$ cat src/rtl/rgb_adj_arbiter.sv
// rgb_adj_arbiter
//   Shares one contrast-adjust datapath among NUM_REQ pixel-stream requesters.
//   Packets are granted round-robin. A grant is held until the packet's last
//   beat has transferred. Each packet is adjusted with the contrast-enable
//   sampled when its grant was issued. The result goes to a registered
//   valid/ready output stage that is tagged with the source index.
//
// Optional build macro: RGB_ADJ_ARBITER_PKT_CNT_EN
//   When defined, this adds pkt_cnt_o[CNT_W]. It counts packets completed on
//   the output interface and wraps around.
//
// Ports
//   clk_i          clock, rising edge
//   rst_i          asynchronous active-high reset
//   req_valid_i    per-requester beat valid              [NUM_REQ]
//   req_ready_o    per-requester beat ready              [NUM_REQ]
//   req_last_i     per-requester last beat of packet     [NUM_REQ]
//   req_adj_en_i   per-requester contrast enable         [NUM_REQ]
//   req_rgb_i      requester k at [24k+23:24k], R/G/B    [24*NUM_REQ]
//   out_valid_o    output beat valid
//   out_ready_i    downstream ready
//   out_rgb_o      adjusted pixel                        [24]
//   out_last_o     last beat of packet
//   out_id_o       source requester index                [ID_W]
//   busy_o         a grant is currently held
//   pkt_cnt_o      completed-packet counter (macro only) [CNT_W]
`timescale 1ns/1ps

// Per-channel piecewise contrast stretch. The middle band is expanded and
// the dark and bright bands are compressed. When en_i is low, the pixel is
// passed through unchanged.
module rgb_contrast_adj (
  input  logic        en_i,
  input  logic [23:0] rgb_i,
  output logic [23:0] rgb_o
);

  function automatic logic [7:0] adj_ch(input logic [7:0] x);
    logic [7:0] d;
    if (x < 8'd85) begin
      return x >> 1;
    end else if (x < 8'd170) begin
      d = x - 8'd85;                       // 0..84, so the doubling fits in 8 bits
      return 8'd42 + {d[6:0], 1'b0};
    end else begin
      d = x - 8'd170;                      // 0..85
      return 8'd213 + (d >> 1);
    end
  endfunction

  for (genvar gi = 0; gi < 3; gi++) begin : g_ch
    assign rgb_o[gi*8 +: 8] = en_i ? adj_ch(rgb_i[gi*8 +: 8]) : rgb_i[gi*8 +: 8];
  end

endmodule

module rgb_adj_arbiter #(
  parameter int NUM_REQ = 2,
  parameter int CNT_W   = 16,
  localparam int ID_W   = (NUM_REQ > 1) ? $clog2(NUM_REQ) : 1
) (
  input  logic                   clk_i,
  input  logic                   rst_i,
  input  logic [NUM_REQ-1:0]     req_valid_i,
  output logic [NUM_REQ-1:0]     req_ready_o,
  input  logic [NUM_REQ-1:0]     req_last_i,
  input  logic [NUM_REQ-1:0]     req_adj_en_i,
  input  logic [24*NUM_REQ-1:0]  req_rgb_i,
  output logic                   out_valid_o,
  input  logic                   out_ready_i,
  output logic [23:0]            out_rgb_o,
  output logic                   out_last_o,
  output logic [ID_W-1:0]        out_id_o,
  output logic                   busy_o
`ifdef RGB_ADJ_ARBITER_PKT_CNT_EN
  ,
  output logic [CNT_W-1:0]       pkt_cnt_o
`endif
);

  typedef enum logic {IDLE, LOCKED} state_t;

  state_t            state_q, state_d;
  logic [ID_W-1:0]   rr_q, rr_d;
  logic [ID_W-1:0]   grant_q, grant_d;
  logic              en_q, en_d;

  logic              out_valid_q;
  logic [23:0]       out_rgb_q;
  logic              out_last_q;
  logic [ID_W-1:0]   out_id_q;

  logic              locked;
  logic              slot_free;
  logic              xfer;
  logic [ID_W-1:0]   winner;
  logic              any_valid;
  logic [ID_W-1:0]   cand;
  logic [23:0]       pix_sel;
  logic [23:0]       pix_adj;
  logic [23:0]       pix_arr [NUM_REQ];

  // Unpack the flat pixel bus so that the granted requester can be selected by index.
  for (genvar gi = 0; gi < NUM_REQ; gi++) begin : g_unpack
    assign pix_arr[gi] = req_rgb_i[gi*24 +: 24];
  end

  // This is (base + off) mod NUM_REQ. It works for non-power-of-two NUM_REQ.
  function automatic logic [ID_W-1:0] wrap_idx(input logic [ID_W-1:0] base, input int off);
    int s;
    s = int'(base) + off;
    if (s >= NUM_REQ) s = s - NUM_REQ;
    return ID_W'(s);
  endfunction

  assign locked    = (state_q == LOCKED);
  assign slot_free = !out_valid_q || out_ready_i;
  assign xfer      = locked && req_valid_i[grant_q] && slot_free;
  assign busy_o    = locked;

  // Round-robin pick. The scan runs downward, so the smallest offset from
  // the pointer is written last and wins.
  always_comb begin
    winner    = '0;
    any_valid = 1'b0;
    cand      = '0;
    for (int i = NUM_REQ - 1; i >= 0; i--) begin
      cand = wrap_idx(rr_q, i);
      if (req_valid_i[cand]) begin
        winner    = cand;
        any_valid = 1'b1;
      end
    end
  end

  always_comb begin
    req_ready_o = '0;
    if (locked) req_ready_o[grant_q] = slot_free;
  end

  always_comb begin
    state_d = state_q;
    rr_d    = rr_q;
    grant_d = grant_q;
    en_d    = en_q;
    case (state_q)
      IDLE: begin
        if (any_valid) begin
          grant_d = winner;
          en_d    = req_adj_en_i[winner];
          state_d = LOCKED;
        end
      end
      LOCKED: begin
        if (xfer && req_last_i[grant_q]) begin
          state_d = IDLE;
          rr_d    = (grant_q == ID_W'(NUM_REQ - 1)) ? '0 : grant_q + 1'b1;
        end
      end
      default: state_d = IDLE;
    endcase
  end

  always_ff @(posedge clk_i or posedge rst_i) begin
    if (rst_i) begin
      state_q <= IDLE;
      rr_q    <= '0;
      grant_q <= '0;
      en_q    <= 1'b0;
    end else begin
      state_q <= state_d;
      rr_q    <= rr_d;
      grant_q <= grant_d;
      en_q    <= en_d;
    end
  end

  assign pix_sel = pix_arr[grant_q];

  rgb_contrast_adj u_adj (
    .en_i  (en_q),
    .rgb_i (pix_sel),
    .rgb_o (pix_adj)
  );

  // Output register. A new beat may load in the same cycle as a drain, which
  // keeps valid high. Otherwise, a drain clears valid and a stall holds everything.
  always_ff @(posedge clk_i or posedge rst_i) begin
    if (rst_i) begin
      out_valid_q <= 1'b0;
      out_rgb_q   <= '0;
      out_last_q  <= 1'b0;
      out_id_q    <= '0;
    end else if (xfer) begin
      out_valid_q <= 1'b1;
      out_rgb_q   <= pix_adj;
      out_last_q  <= req_last_i[grant_q];
      out_id_q    <= grant_q;
    end else if (out_ready_i) begin
      out_valid_q <= 1'b0;
    end
  end

  assign out_valid_o = out_valid_q;
  assign out_rgb_o   = out_rgb_q;
  assign out_last_o  = out_last_q;
  assign out_id_o    = out_id_q;

`ifdef RGB_ADJ_ARBITER_PKT_CNT_EN
  logic [CNT_W-1:0] pkt_cnt_q;

  always_ff @(posedge clk_i or posedge rst_i) begin
    if (rst_i) begin
      pkt_cnt_q <= '0;
    end else if (out_valid_q && out_ready_i && out_last_q) begin
      pkt_cnt_q <= pkt_cnt_q + 1'b1;
    end
  end

  assign pkt_cnt_o = pkt_cnt_q;
`endif

endmodule

$ cat config.mk
export PLATFORM = sky130hd
export DESIGN_NAME = rgb_adj_arbiter
export DESIGN_NICKNAME = d
export VERILOG_FILES = /design/src/rtl/rgb_adj_arbiter.sv
export SDC_FILE = /design/constraint.sdc
export NUM_CORES = 1
export LEC_CHECK = 0
export ABC_CLOCK_PERIOD_IN_PS = 10600
export CORE_ASPECT_RATIO = 0.5
export CORE_MARGIN = 2
export CORE_UTILIZATION = 57
export CTS_BUF_LIST = sky130_fd_sc_hd__clkbuf_4 sky130_fd_sc_hd__clkbuf_8
export DETAILED_ROUTE_END_ITERATION = 6
export PLACE_DENSITY = 0.9
export SLEW_MARGIN = 10
export SYNTH_ARGS = -nofsm -noshare
export SYNTH_HDL_FRONTEND = slang
export SYNTH_HIERARCHICAL = 1
export SYNTH_SLANG_ARGS = --single-unit
$ cat constraint.sdc
create_clock -name clk_i -period 10.6 [get_ports clk_i]
set_clock_uncertainty 0.2 [all_clocks]
set_input_delay 2.12 -clock clk_i [delete_from_list [all_inputs] [get_ports clk_i]]
set_output_delay 2.12 -clock clk_i [all_outputs]
set_load 0.005 [all_outputs]
==> impl_metrics.py <==
metrics = {
    "status": {
        "outcome": "complete, no violations",
    },
    "placement": {
        "hpwl_um": 7020,
        "gp_congestion": 0.916,
        "io_buffers": 86,
    },
    "detailed_routing": {
        "postRouteAntennaNets": 0,
        "via_per_inst": 6.19,
        "drt-initial-drc-count": 243,
        "wl_per_cell_um": 16.4,
        "first_pass_iters": 5,
        "vias": 3659,
        "routed_wl_um": 9670,
        "drc_errors": 0,
    },
    "yosys": {
        "synth_cells": 438,
        "synth_area_leaders": "dfrtp_1, mux2_2, mux2_4",
        "synth_top_area_share_pct": 20.9,
        "synth_edf_count": 0,
        "ys_types": 70,
        "async_reset_ff_share_pct": 100,
        "ys_ff_latch": 31,
        "netlist.top_cell.by_area": "dfrtp_1",
        "ys_warn_count": 6,
        "avgSynthCellArea_um2": 8.49,
        "synth_seq_area_share_pct": 20.9,
        "syn-cell-area_um2": 3720,
        "synth_fp_nets": 507,
        "synth-main-ff-cell": "dfrtp_1",
    },
    "sta": {
        "maxSlewViolCount": 0,
        "setup-violations-final": 0,
        "post-route-period-util_pct": 55.2,
        "setup-tns-final_ns": 0,
        "finalCriticalPeriod_ns": 5.85,
        "fin_hold_ws_ns": 0.307,
        "hold_violations": 0,
        "worst_slew_pin_slew_ns": 0.598,
        "relSlewSlack_pct": 60.1,
        "rsz0062_at_grt": "no",
        "max_clock_freq_mhz": 171,
    },
    "clock_network": {
        "clockBufferDepth": 2,
        "clk_pin_slew_ns": 0.06,
        "cts_tree": "built",
        "ctsHtreeMaxLevel": 2,
        "post_cts_resized": 0,
        "cts_root_buf": "clkbuf_8",
        "cts_setup_buffers": 0,
        "cts_hold_buf": 0,
        "cts_sinks": 31,
        "clock_latency_ns": 0.28,
        "cts_buffers": 5,
    },
    "final_layout": {
        "drive_gt1_share_pct": 15.3,
        "syn_to_final_growth_pct": 25.8,
        "nNetsFinal": 571,
        "antenna_cells": 0,
    },
    "floorplanning": {
        "die_w_um": 118,
        "die_h_um": 61.1,
        "ios": 87,
        "fp-row-count": 20,
        "initial_core_util_pct": 60.2,
        "die_area_um2": 7230,
        "core_um2": 6180,
    },
    "power": {
        "p_per_area_nw_per_um2": 298,
        "power_leakage_uw": 0.00192,
        "peakVddDrop_mv": 0.188,
    },
    "global_route": {
        "grt-ovfl-total": 0,
        "antenna_found_initial": 0,
        "grt.total_usage_pct": 26.6,
        "grt_pass1_wl_um": 15600,
        "grt_max_degree": 32,
        "first_global_vias": 3149,
    },
    "worst_setup_path": {
        "path_delay_family": "buffers and inverters",
        "slowest_stage": "clkdlybuf4s50_1",
        "start_kind": "input pin",
        "endpoint_kind": "primary output",
        "crit_path_max_fanout": 7,
        "slowest_delay_ns": 0.50,
        "critPathArrivalTime_ns": 3.53,
        "crit_path_frequent_cell": "clkdlybuf4s50_1",
        "cp_cell_sequence": "clkdlybuf4s50_1, nand2b_1, nand2_1, nor2_1, clkdlybuf4s50_1",
        "critPathKind": "in2out",
        "path_buf_inv": 2,
        "required_ns": 8.28,
    },
    "min_path": {
        "hp-class": "reg2reg",
    },
    "flow_run": {
        "drv_cap": 0,
    },
}
-- metal layers --
layer / track usage [%] / share of wire [%] / wire length, um
met4: 7.40 / 1.4 / 131
met5: 0 / 0 / 0
met3: 4.44 / 7.8 / 751
met2: 43.4 / 43 / 4200
met1: 37.6 / 47 / 4590
-- cell usage in the layout, fill, tap and decap left out, drive strengths merged, types with 6 or more instances in the layout --
cell           count
o21a              10
a21oi             25
nand4              6
ha                12
o21ai             30
o2111ai            6
nand3             15
o22ai              9
mux2i             12
nor2              22
nor3               7
xor2               6
nor2b             11
inv               23
nand2             31
clkbuf             6
clkdlybuf4s50     86
dfrtp             31
o211ai             9
mux2              53
xnor2             22
-- worst paths after layout --
path | slack, ns | to | from | cells past startpoint
setup / recovery | 4.75 | req_ready_o[0] | out_ready_i | 5
setup reg to reg | 7.12 | out_rgb_o[14]$_DFFE_PP0P_ | grant_q$_DFFE_PP0P_ | 11
hold reg to reg | 0.31 | out_rgb_o[8]$_DFFE_PP0P_ | out_rgb_o[8]$_DFFE_PP0P_ | 1
hold / removal | 0.31 | out_rgb_o[8]$_DFFE_PP0P_ | out_rgb_o[8]$_DFFE_PP0P_ | 1
max in group asynchronous | 7.88 | busy_o$_DFF_PP0_ | rst_i | 3
min in group asynchronous | 2.04 | out_rgb_o[13]$_DFFE_PP0P_ | rst_i | 3
-- flip-flops by register name (all words and copies together) (netlist names) --
signal       flops
busy_o           1
out_id_o         1
en_q             1
out_rgb_o       24
grant_q          1
out_last_o       1
rr_q             1
out_valid_o      1
-- Yosys cell counts (10+ instances only) --
cell type	number
o21a_1	10
nand3_1	14
inv_1	22
mux2_2	32
mux2_4	21
dfrtp_1	31
mux2i_1	12
o21ai_0	26
a21oi_1	24
ha_1	12
nand2_1	31
nor2_1	22
clkbuf_1	19
xnor2_1	22
-- cell type report --
type	count	area, um2
sequential	31	776
fill	461	1500
clock buffer	6	82.6
clock inverter	2	35.0
tap	88	110
multi-input combinational	351	2700
inverter	24	90.1
timing repair buffer	89	883
-- cells by family after synthesis --
group	count (synthesis)	share of synthesized area [%]
mux	65	21.4
flops	31	20.9
buf+inv	56	6.53
fa+ha+maj	12	4.04
xor+xnor	28	6.59
compound gates	131	24.3
simple gates	115	16.3
-- stage by stage --
step	std cells	cell area [um2]	setup slack, ns	power [uW]	util [%]
after CTS	591	4680	4.75	1380	75.7
after floorplan	438	3720	5.64	983	-
after detailed placement	583	4560	4.76	1250	73.8
after global routing	591	4680	4.68	1490	75.7
after global placement	583	4560	4.77	1230	73.8
final	591	4680	4.75	1400	75.7
-- power by group --
group / switching (uW) / internal (uW) / total (uW)
Combinational: 527 / 523 / 1050
Clock: 45.3 / 76.0 / 121
Sequential: 45.7 / 180 / 225
Total: 618 / 779 / 1400
No activity file was read; power rests on OpenSTA's default activity.
